$ cat config.mk
export PLATFORM = sky130hd
export DESIGN_NAME = pll_lock_supervisor
export DESIGN_NICKNAME = d
export VERILOG_FILES = /design/src/rtl/pll_lock_supervisor.sv
export SDC_FILE = /design/constraint.sdc
export NUM_CORES = 1
export LEC_CHECK = 0
export CAP_MARGIN = 0
export CORE_MARGIN = 2
export CORE_UTILIZATION = 40
export CTS_BUF_LIST = sky130_fd_sc_hd__clkbuf_8
export DETAILED_ROUTE_END_ITERATION = 8
export MAX_ROUTING_LAYER = met4
export PLACE_DENSITY = 0.63
export SLEW_MARGIN = 20
export SYNTH_ARGS = -nofsm -noshare
export SYNTH_HDL_FRONTEND = slang
export SYNTH_SLANG_ARGS = --single-unit
$ cat constraint.sdc
create_clock -name clk -period 2.7 [get_ports clk]
set_input_delay 0.54 -clock clk [delete_from_list [all_inputs] [get_ports clk]]
set_output_delay 0.54 -clock clk [all_outputs]
set_load 0.01 [all_outputs]
$ cat src/rtl/pll_lock_supervisor.sv
// PLL bring-up and lock supervisor: drives PLL reset/power-down, qualifies the
// asynchronous lock, and releases the downstream reset only after stable lock.
module pll_lock_supervisor #(
  parameter int unsigned RST_PULSE_CYC    = 16,
  parameter int unsigned LOCK_TIMEOUT_CYC = 50000,
  parameter int unsigned LOCK_STABLE_CYC  = 1024,
  parameter int unsigned RETRY_MAX        = 3
) (
  input  logic       clk,
  input  logic       rst,
  input  logic       pll_lock,
  input  logic       relock_req,
  output logic       pll_rst,
  output logic       pll_pwd,
  output logic       sys_rst,
  output logic       locked_ok,
  output logic       fault,
  output logic [2:0] state,
  output logic [7:0] lock_loss_cnt
);

  localparam int unsigned MAX_A   = (RST_PULSE_CYC > LOCK_TIMEOUT_CYC) ? RST_PULSE_CYC : LOCK_TIMEOUT_CYC;
  localparam int unsigned MAX_CYC = (MAX_A > LOCK_STABLE_CYC) ? MAX_A : LOCK_STABLE_CYC;
  localparam int unsigned CW      = (MAX_CYC > 1) ? $clog2(MAX_CYC) : 1;
  localparam int unsigned RW      = $clog2(RETRY_MAX + 1);

  localparam logic [CW-1:0] RST_LAST     = CW'(RST_PULSE_CYC - 1);
  localparam logic [CW-1:0] TIMEOUT_LAST = CW'(LOCK_TIMEOUT_CYC - 1);
  localparam logic [CW-1:0] STABLE_LAST  = CW'(LOCK_STABLE_CYC - 1);
  localparam logic [RW-1:0] RETRY_LIMIT  = RW'(RETRY_MAX);

  typedef enum logic [2:0] {
    ST_RESET     = 3'd0,
    ST_WAIT_LOCK = 3'd1,
    ST_STABLE    = 3'd2,
    ST_RUN       = 3'd3,
    ST_FAULT     = 3'd4
  } state_t;

  state_t        st, st_nxt;
  logic [CW-1:0] cnt, cnt_nxt;
  logic [RW-1:0] retry_cnt, retry_nxt, retry_inc;
  logic [7:0]    loss_nxt;
  logic          lock_s1, lock_s;

  assign state = st;

  always_comb begin
    st_nxt    = st;
    cnt_nxt   = cnt;
    retry_nxt = retry_cnt;
    loss_nxt  = lock_loss_cnt;
    retry_inc = retry_cnt + RW'(1);
    if (relock_req) begin
      st_nxt    = ST_RESET;
      cnt_nxt   = '0;
      retry_nxt = '0;
    end else begin
      case (st)
        ST_RESET: begin
          if (cnt == RST_LAST) begin
            st_nxt  = ST_WAIT_LOCK;
            cnt_nxt = '0;
          end else begin
            cnt_nxt = cnt + CW'(1);
          end
        end
        ST_WAIT_LOCK: begin
          if (lock_s) begin
            st_nxt  = ST_STABLE;
            cnt_nxt = '0;
          end else if (cnt == TIMEOUT_LAST) begin
            retry_nxt = retry_inc;
            st_nxt    = (retry_inc == RETRY_LIMIT) ? ST_FAULT : ST_RESET;
            cnt_nxt   = '0;
          end else begin
            cnt_nxt = cnt + CW'(1);
          end
        end
        ST_STABLE: begin
          if (!lock_s) begin
            st_nxt  = ST_WAIT_LOCK;
            cnt_nxt = '0;
          end else if (cnt == STABLE_LAST) begin
            st_nxt    = ST_RUN;
            cnt_nxt   = '0;
            retry_nxt = '0;
          end else begin
            cnt_nxt = cnt + CW'(1);
          end
        end
        ST_RUN: begin
          if (!lock_s) begin
            st_nxt    = ST_RESET;
            cnt_nxt   = '0;
            retry_nxt = '0;
            if (lock_loss_cnt != 8'hFF) loss_nxt = lock_loss_cnt + 8'd1;
          end
        end
        ST_FAULT: cnt_nxt = '0;
        default: begin
          st_nxt  = ST_RESET;
          cnt_nxt = '0;
        end
      endcase
    end
  end

  // Outputs are decoded from the next state so they are flops aligned with st.
  always_ff @(posedge clk) begin
    if (rst) begin
      st            <= ST_RESET;
      cnt           <= '0;
      retry_cnt     <= '0;
      lock_loss_cnt <= '0;
      lock_s1       <= 1'b0;
      lock_s        <= 1'b0;
      pll_rst       <= 1'b1;
      pll_pwd       <= 1'b0;
      sys_rst       <= 1'b1;
      locked_ok     <= 1'b0;
      fault         <= 1'b0;
    end else begin
      lock_s1       <= pll_lock;
      lock_s        <= lock_s1;
      st            <= st_nxt;
      cnt           <= cnt_nxt;
      retry_cnt     <= retry_nxt;
      lock_loss_cnt <= loss_nxt;
      pll_rst       <= (st_nxt == ST_RESET) || (st_nxt == ST_FAULT);
      pll_pwd       <= (st_nxt == ST_FAULT);
      sys_rst       <= (st_nxt != ST_RUN);
      locked_ok     <= (st_nxt == ST_RUN);
      fault         <= (st_nxt == ST_FAULT);
    end
  end

endmodule

== After elaboration in Yosys (flattened, before gate mapping) ==
Cells that the tools add are included.
W data, S select, Z words.
Cells by class
  $add $sub $neg: 3
  multiply operators: 0
  div/mod/pow operators: 0
  $lt $le $gt $ge: 0
  equal/unequal tests: 17
  shift-type cells: 0
  multiplexer cells: 22
  bitwise operators: 2
  reduce and logical (&&, ||, !) cells: 7
Operators with widths (count)
  $mux W16: 6
  $pmux W16 S4: 1
  $mux W3: 8
  $add A16 B1 Y16 const B: 1
  $eq A16 B10 Y1 const B: 1
  $eq A16 B16 Y1 const B: 1
  $eq A16 B4 Y1 const B: 1
  $pmux W3 S5: 1
  $mux W2: 5
  $ne A2 B2 Y1 const B: 5
  $eq A3 B2 Y1 const B: 3
  $add A8 B1 Y8 const B: 1
  $ne A8 B8 Y1 const B: 1
  $eq A3 B3 Y1 const B: 2
  $logic_not A3 Y1: 2
  $pmux W2 S3: 1
  $reduce_and A6 Y1: 1
  $reduce_and A4 Y1: 1
  $eq A3 B1 Y1 const B: 1
  $ne A3 B2 Y1 const B: 1
  $reduce_bool A3 Y1: 1
  $add A2 B1 Y2 const B: 1
  $eq A2 B2 Y1 const B: 1
  $not A1 Y1: 2
  other kinds (2): 2
Word-level totals
  flip-flop bits (word level): 35
  bits in latches: 0
  RAM bits: 0
  bits in read-only memories: 0
  input port bits: 4
  output and inout bits: 16
  logic and storage cells: 61
  memories: 0

== Longest topological paths before layout ==
Gate-level depths: netlist of run 1.
  word-level depth: 9
  gate-level depth with buffers: 7
  gate-level depth less buffers: 6

== Least setup slack after synthesis of run 1 ==
Ideal clock, no wire load.
  kind: register to register
  start point: register cnt[10]
  end point: register cnt[13]
  library setup time: 115 ps
  arrival time: 2267 ps
  required time: 2585 ps
  path slack: 318 ps
  cell stages (with the launch flop): 7
  path buffers: 1
  clock period less this slack: 2382 ps
  cells stage by stage: dfxtp_1 or4_1 or4_4 o21ba_4 o41ai_4 buf_6 nor2_1
On the way
  cells in the longest elaborated chain, start to end: 4
  elaborated cells between the ends (all ways): 10
  those cells by class: 1 x add/sub; 3 x eq/ne; 6 x mux
RTL lines
  start: declaration: RTL line 41  | logic [CW-1:0] cnt, cnt_nxt;
  start signal: assignment: RTL line 127  | cnt <= cnt_nxt;
  $add A16 B1 Y16, or another cell as far along: RTL line 65, 77, 89
  $mux W16, on equally long branches: RTL line 84, 72
  $mux W16, on equally long branches: RTL line 81, 69
  $pmux W16 S4 *: RTL line 59  | case (st)
Mark *: on every way between the ends. The rest lies on a longest branch, timed or not.
A chain may end at the register's enable or synchronous reset.

== Worst setup path in the final report of run 1 ==
  start point: register cnt[10]
  end point: register cnt[2]
On the way
  cells in the longest elaborated chain, start to end: 4
  elaborated cells between the ends (all ways): 9
  those cells by class: 3 x eq/ne; 6 x mux
RTL lines (RTL line)
  $eq A16 B10 Y1 / $eq A16 B16 Y1 (equally long branches): 84, 72
  $mux W16, on equally long branches: 84, 72
  $mux W16, on equally long branches: 81, 69
  $pmux W16 S4 *: 59
Marked as above.

==> impl_summary.md, run 1 <==
Run status
The run finished with clean final reports.

Setup path
The critical path capture point type is a register. The setup check on the worst reg-to-reg path leaves a slack of 0.24 ns. By startpoint and endpoint, the worst setup path is classified as reg -> reg. The startpoint type of the worst setup path is a register. The endpoint identified for the worst register-to-register timing path is cnt[2]. In this run the worst path has a maximum fanout of 14.

Data on the critical path arrives at its endpoint at 2.63 ns. The count of cells along the worst register-to-register path is 6. The worst register-to-register path begins at cnt[10]. Data on the critical path is required at its endpoint by 2.87 ns.

Worst hold path
The endpoint of the worst hold-timing path is lock_s. The source of the worst hold timing path is lock_s1. The tightest min-delay check is of the reg -> reg type. Along the worst hold path, the cell count comes to 1.

Final layout
The count of nets after finishing is 225. After routing the design area is 2050 um^2. The count of filler cells inserted in the layout is 365. Of the cells placed in the final design, the portion with a size suffix greater than 1 is 0.0959. After the flow finishes, the layout carries non-filler instances totaling 269.

The number of antenna diodes in the final layout is 0. From synthesis to final layout, the design area changed by 20.6%.

Placed design
The total placed cells including tap cells is 261. Summing all placed instances gives a cell area of 1950 um^2. The number of I/O port buffers is 19.

The global placement routability congestion is 0.839. The final HPWL from detailed placement is 2.55 mm. The pre-CTS worst setup slack is 0.247 ns.

Synth
The post-synthesis area per instance is 8.79 um^2. The cell type with the largest total area after synthesis is sky130_fd_sc_hd__dfxtp_1. The mapped netlist covers 1700 um^2.

The total of flip-flops plus latches after synthesis is 35. In the synthesized netlist the async set-or-reset flop fraction comes to 0. The post-synthesis cell count is 193. The Yosys warning count is 0.

The share of synthesized area in the top cell type comes to 0.413. The number of distinct library cell variants in the gate-level netlist after synthesis is 39. In this run, synthesis inferred 0 flip-flops with an integrated enable.

The portion of the post-synthesis area used by sequential elements is 0.413. Ranked by total cell area, the synthesized netlist is headed by sky130_fd_sc_hd__dfxtp_1 (41%), sky130_fd_sc_hd__xor2_1 (6.2%), sky130_fd_sc_hd__nor2_1 (5.3%), sky130_fd_sc_hd__nand4_1 (3.3%), sky130_fd_sc_hd__a21oi_1 (3.2%). Among all flip-flop cells after synthesis, the most frequent one is sky130_fd_sc_hd__dfxtp_1.

The synthesized net count is 200.

Global routing
The wire length of the first global-routing pass is 6.07 mm. Summed over all layers, the global routing overflow is 0. The number of antenna violations at the first check in global routing is 0.

For this run, the total global-route usage over all layers was measured as 0.159. The via count of the first global-routing pass was 1,378. The maximum number of pins on one net before global-route repair is 15.

Clock network
The hold buffer count at cts is 0. The number of buffers inserted during clock tree synthesis is 5. No sink is reached through more buffers than the 2 on the longest clock path. The clock transition time at the flip-flop clock pins of the worst setup and hold paths is 0.08 ns.

The clock reaches the later pin of the worst-skew pair after 0.30 ns. The number of clock sinks seen by CTS is 35. In this run the number of H-tree levels came out at 2. The root buffer cell is sky130_fd_sc_hd__clkbuf_8. TritonCTS built the clock tree.

The number of instances resized during post-cts repair is 0. The buffer count from post-CTS setup fixing is 0.

Drt
The count of nets left with antenna violations after detail routing is 0. The number of remaining DRC errors is 0. In this run, the number of DRC markers left after iteration 0 of detailed routing was 92. The wire length per cell is 13.1 um. The first TritonRoute pass finished after 5 iterations.

The total wire length after detailed routing is 3.52 mm. Dividing the detail-routed via count by the number of cells gives 5.39. The number of vias after detailed routing is 1,451.

Die
Row generation in the floorplan step produced 23 rows. The core box area is 4030 um^2. The die extent in x is 69.1 um. In this run the vertical extent of the chip is 69.1 um. The initial utilization of the core area, before any placement, comes to 0.421.

The floorplan step defined a die boundary enclosing 4780 um^2. The number of I/O pins is 20.

Power
The leakage power is 0.671 nW. The worst-case IR drop observed on VDD is 243 uV. The areal power density over the cells is 457 nW/um^2. The total power draw is 0.934 mW.

Timing
The worst relative slew slack is 0.617. The sum of negative setup slack is 0 ns. The worst path needs 2.46 ns of the cycle, external delays included. The setup clock skew after layout is 0.00663 ns. Timing would allow up to 407 MHz. The final count of negative-setup-slack endpoints is 0. The number of pins with negative max-slew slack in the final report is 0. For the pin with the worst max-slew slack, the measured transition is 0.575 ns. In the finished design, the share of the clock period the worst path needs comes to 0.911. Setup slack on the critical path of the routed design comes to 0.240 ns. The final hold violation count is 0.

Setup repair after global routing left no endpoint under its margin.

Job
The max-capacitance violation count is 0.
[per-stage QoR]
| step | hold WS (ns) | util |
|---|---|---|
| 2_1_floorplan | 0.414 | - |
| 3_3_place_gp | 0.424 | 0.485 |
| 3_5_place_dp | 0.428 | 0.485 |
| 4_1_cts | 0.451 | 0.508 |
| 5_1_grt | 0.466 | 0.508 |
| 6_report | 0.445 | 0.508 |
[layout make-up]
type,instances,area (um^2),share of cell area
Clock buffer,5,68.8,0.0336
Clock inverter,3,23.8,0.0116
Sequential cell,35,701,0.343
Multi-Input combinational cell,149,951,0.465
Tap cell,50,62.6,0.0306
Inverter,3,11.3,0.00550
Timing Repair Buffer,24,228,0.111
[cell usage after synthesis, types with 4 or more instances]
| library cell | n |
|---|---|
| sky130_fd_sc_hd__dfxtp_1 | 35 |
| sky130_fd_sc_hd__nor2_1 | 24 |
| sky130_fd_sc_hd__nand2_1 | 13 |
| sky130_fd_sc_hd__xor2_1 | 12 |
| sky130_fd_sc_hd__a21oi_1 | 11 |
| sky130_fd_sc_hd__nand3_1 | 10 |
| sky130_fd_sc_hd__nand4_1 | 9 |
| sky130_fd_sc_hd__o21ai_0 | 6 |
| sky130_fd_sc_hd__nor2b_1 | 5 |
| sky130_fd_sc_hd__or3_1 | 5 |
| sky130_fd_sc_hd__xnor2_1 | 5 |
| sky130_fd_sc_hd__clkbuf_1 | 4 |
| sky130_fd_sc_hd__nand2b_1 | 4 |
| sky130_fd_sc_hd__nor4_1 | 4 |
[worst max path at each step]
stage	slack (ns)	endpoint	startpoint	cells after the start
finish	0.24	cnt[2]	cnt[10]	6
floorplan	0.32	cnt[13]	cnt[10]	6
global placement	0.30	cnt[2]	cnt[10]	6
detailed placement	0.25	cnt[2]	cnt[10]	6
CTS	0.24	cnt[2]	cnt[10]	6
global route	0.14	cnt[2]	cnt[10]	6
[cells by family after synthesis]
kind of cell    share of synthesized area
xor+xnor                           0.0878
fa+ha+maj                          0.0221
simple gates                        0.317
flops                               0.413
compound gates                      0.133
buf+inv                            0.0265
[per-layer routing]
layer / vias up / part of all wire / global-route usage
met4: 0 / 0.013 / 0.0566
met3: 6 / 0.046 / 0.0482
met1: 668 / 0.48 / 0.187
met2: 28 / 0.46 / 0.256
met5: - / 0 / -
li1: 749 / - / -
[state kept, by name (all words and copies together), names as in the netlist, 2 cells and up]
register       flops
lock_loss_cnt      8
cnt               16
retry_cnt          2
state              3
[power by group]
part	switching, mW	leakage, nW	total (mW)	internal (mW)
Combinational	0.0116	0.347	0.0224	0.0108
Sequential	0.00304	0.283	0.522	0.519
Clock	0.206	0.0408	0.390	0.184
[cells in the final DEF (no fill, tap or decap), drive strengths merged, types with 4 or more instances in the layout]
master and n:
a21oi 11, buf 5, clkbuf 5, clkdlybuf4s50 19, dfxtp 35, inv 4, nand2 13, nand2b 4
nand3 10, nand4 9, nor2 24, nor2b 5, nor4 4, o21ai 6, or3 5, or4 4
xnor2 5, xor2 12
[critical path, cell delays in order (launching register included)]
cell	delay, ns
sky130_fd_sc_hd__dfxtp_1	0.36
sky130_fd_sc_hd__or4_1	0.56
sky130_fd_sc_hd__or4_4	0.54
sky130_fd_sc_hd__o21ba_4	0.26
sky130_fd_sc_hd__o41ai_4	0.30
sky130_fd_sc_hd__buf_4	0.24
sky130_fd_sc_hd__a21oi_1	0.07
(Power assumes the default switching activity.)
==> inputs of run 2 (changes only) <==
- CTS_CLUSTER_SIZE: default -> 10
==> results of run 2 <==
Same layout as run 1: the final DEF is identical, and so are final timing and power.
==> inputs of run 3 (changes only) <==
- CORE_ASPECT_RATIO: default -> 0.5
- CORE_MARGIN: 2 -> 3
- TNS_END_PERCENT: default -> 10
==> impl_summary.md, run 3 (synthesis gave the netlist of run 1 again) <==
Setup path
At the worst endpoint, the required time is 2.92 ns. The count of buffer and inverter cells on the critical path is 0. The maximum net fanout on the critical path is 6.

The critical path capture point type is a register. The critical path in this run is classified as reg -> reg. The kind of cell adding the most delay to the critical path is simple AND/OR/NAND/NOR gates.

The reg-to-reg startpoint is cnt[10]. The cell repeated most along the worst path is sky130_fd_sc_hd__a21oi_1. The register-to-register setup slack is 0.23 ns.

The endpoint of the most critical register-to-register path is retry_cnt[0]. At the worst endpoint, the arrival time is 2.69 ns. STA classifies the critical path startpoint as a register. For this run, the slowest stage of the critical path takes 0.62 ns. Walking the worst path, the cells encountered are or4_1 > nor4_1 > a21oi_1 > or4b_2 > a21oi_1. For this design, the slowest cell found on the critical path is sky130_fd_sc_hd__or4b_2. Measured in cells, the most critical reg-to-reg path has a length of 5.

Drt
For this block, the initial DRC count from the detailed router was 38. The number of remaining DRC errors is 0. In the routed layout, each cell is associated on average with a via count of 5.36. The first detailed-routing pass ran for 4 iterations. In the final routed layout, each cell accounts on average for 12.9 um. For this block, the routed nets add up to 3.50 mm of wire.

The number of vias after detailed routing is 1,458. The count of nets left with antenna violations after detail routing is 0.

Worst hold path
The endpoint of the worst hold-timing path is lock_s. Along the worst hold path, the cell count comes to 1. The worst min-delay path class is reg -> reg. The source of the worst hold timing path is lock_s1.

Global routing
The maximum number of pins on one net before global-route repair is 15. The final global-route overflow total is 0. The via count of the first global-routing pass is 1,355. The number of antenna violations at the first check in global routing is 0. The global routing usage summed across all routing layers is 0.157. The first global-routing pass estimated 6.15 mm of wire.

Clock network
The clock drives 35 sinks. TritonCTS built the clock tree. The cell sitting at the root of the clock tree is a sky130_fd_sc_hd__clkbuf_8. Clock-pin slew was measured on the worst setup and hold paths at 0.07 ns. The number of buffers inserted during clock tree synthesis is 5. In this run, post-CTS hold repair placed 0 buffers.

The H-tree generated during clock tree synthesis spans 2 levels. Once the clock tree was built, the setup fixing pass inserted 0 buffers. The clock passes through at most 2 buffers. Gates resized during post-CTS repair numbered 0. The later pin in the worst-skew pair is clocked with a latency of 0.28 ns.

Final layout
The number of flip-flops in the largest register is 16. In the final design database the tool counted 224 nets. The area added between synthesis and finish is 20.9%. The number of inserted diodes is 0. The final standard cell area without fillers is 2050 um^2.

The library cells used most frequently in the layout, excluding fill and tap cells, are sky130_fd_sc_hd__dfxtp_1 (35), sky130_fd_sc_hd__nor2_1 (24), sky130_fd_sc_hd__clkdlybuf4s50_1 (19). The finished layout holds 272 standard cells, fillers aside. The most common library cell in the layout ignoring fill and taps is sky130_fd_sc_hd__dfxtp_1. The register name with the most flops is cnt. Measured on the finished design, the core utilization comes to 0.515.

In the final layout, the share of cells above drive strength 1 is 0.0872.

Die
The initial core utilization is 0.426. The die is 98.1 um wide. The core box area is 3980 um^2.

Measured along the y axis, the die boundary spans 52.1 um. The die area is 5110 um^2. The number of I/O pins is 20. In this run the core area contains 16 standard-cell rows.

Timing
The maximum clock frequency is 404 MHz. The post-route fraction of the period consumed by the critical path is 0.916. Setup repair after global routing left no endpoint under its margin.

The sum of negative setup slack is 0 ns. Setup violations remaining at the end of the flow were counted as 0. The number of pins with negative max-slew slack in the final report was 0.

The worst relative slew slack is 0.606. The final hold violation count is 0. After layout, the minimum clock period comes to 2.47 ns. Clock skew on the completed layout was measured at 0.00482 ns. The final worst setup slack is 0.226 ns.

At the pin with the least slew margin, the transition time is 0.591 ns. The worst slack on hold paths is 0.449 ns.

Power
The internal power of the cells totals 0.759 mW. The portion of total power attributed to sequential cells is 0.544. Of the total power, the share spent switching nets is 0.209. Of the total power, combinational logic draws 0.023.

For this design the total switching power over the nets is 0.200 mW. The leakage power is 0.680 nW. The share of power burned in the clock network is 0.432. The worst voltage drop across the vdd grid is 233 uV. The areal power density over the cells is 468 nW/um^2. The total power draw is 0.959 mW.

Placed design
The number of I/O port buffers is 19. The wire-length estimate of the detail-placed layout is 2.49 mm. The global placement routability congestion is 0.817. Once placement completed, the tool counted placed cells totaling 264. The pre-CTS worst setup slack is 0.235 ns. Once placement finished, the instance area stood at 1950 um^2.

Run status
The run finished with clean final reports.

Job
Max-cap violations in this run came to 0.
## run 3: cell types whose count changed in the layout (fill, tap and decap cells not counted)
| cell | before | now |
|---|---|---|
| sky130_fd_sc_hd__buf_4 | 5 | 4 |
| sky130_fd_sc_hd__clkbuf_8 | 5 | 7 |
| sky130_fd_sc_hd__inv_6 | 1 | 0 |
| sky130_fd_sc_hd__clkinvlp_4 | 2 | 0 |
| sky130_fd_sc_hd__inv_1 | 3 | 4 |
## run 3: per-layer routing
| metal | vias to the layer above | part of all wire | GRT usage |
|---|---|---|---|
| met5 | - | 0 | - |
| met4 | 0 | 0.010 | 0.0552 |
| met3 | 5 | 0.048 | 0.0482 |
| met2 | 28 | 0.44 | 0.251 |
| met1 | 679 | 0.50 | 0.191 |
| li1 | 746 | - | - |
## run 3: worst max-delay path by stage
| stage | start | endpoint | cells after the start |
|---|---|---|---|
| 3_3_place_gp | cnt[10] | cnt[2] | 6 |
| 2_1_floorplan | cnt[10] | cnt[13] | 6 |
| 3_5_place_dp | cnt[10] | retry_cnt[0] | 5 |
| 6_report | cnt[10] | retry_cnt[0] | 5 |
| 4_1_cts | cnt[10] | retry_cnt[0] | 5 |
| 5_1_grt | cnt[10] | retry_cnt[0] | 5 |
## run 3: layout make-up
class                   instances  area [um^2]
clock buffers                   7         96.3
clock inverters                 1         3.75
fillers                       394         1930
inverters                       3         11.3
multi-input cells             149          951
flip-flops and latches         35          701
well taps                      54         67.6
repair buffers                 23          220
## run 3: worst reg2reg max path, stage by stage (launching register included)
cell	delay, ns
sky130_fd_sc_hd__dfxtp_1	0.36
sky130_fd_sc_hd__or4_1	0.57
sky130_fd_sc_hd__nor4_1	0.50
sky130_fd_sc_hd__a21oi_1	0.19
sky130_fd_sc_hd__or4b_2	0.62
sky130_fd_sc_hd__a21oi_1	0.16
## run 3: power groups by stage
stage	registers (mW)	clock network (mW)	logic [mW]
after floorplan	0.533	0	0.0144
after global routing	0.522	0.450	0.0248
final	0.522	0.415	0.0224
after detailed placement	0.534	0	0.0225
after CTS	0.522	0.433	0.0226
after global placement	0.534	0	0.0224
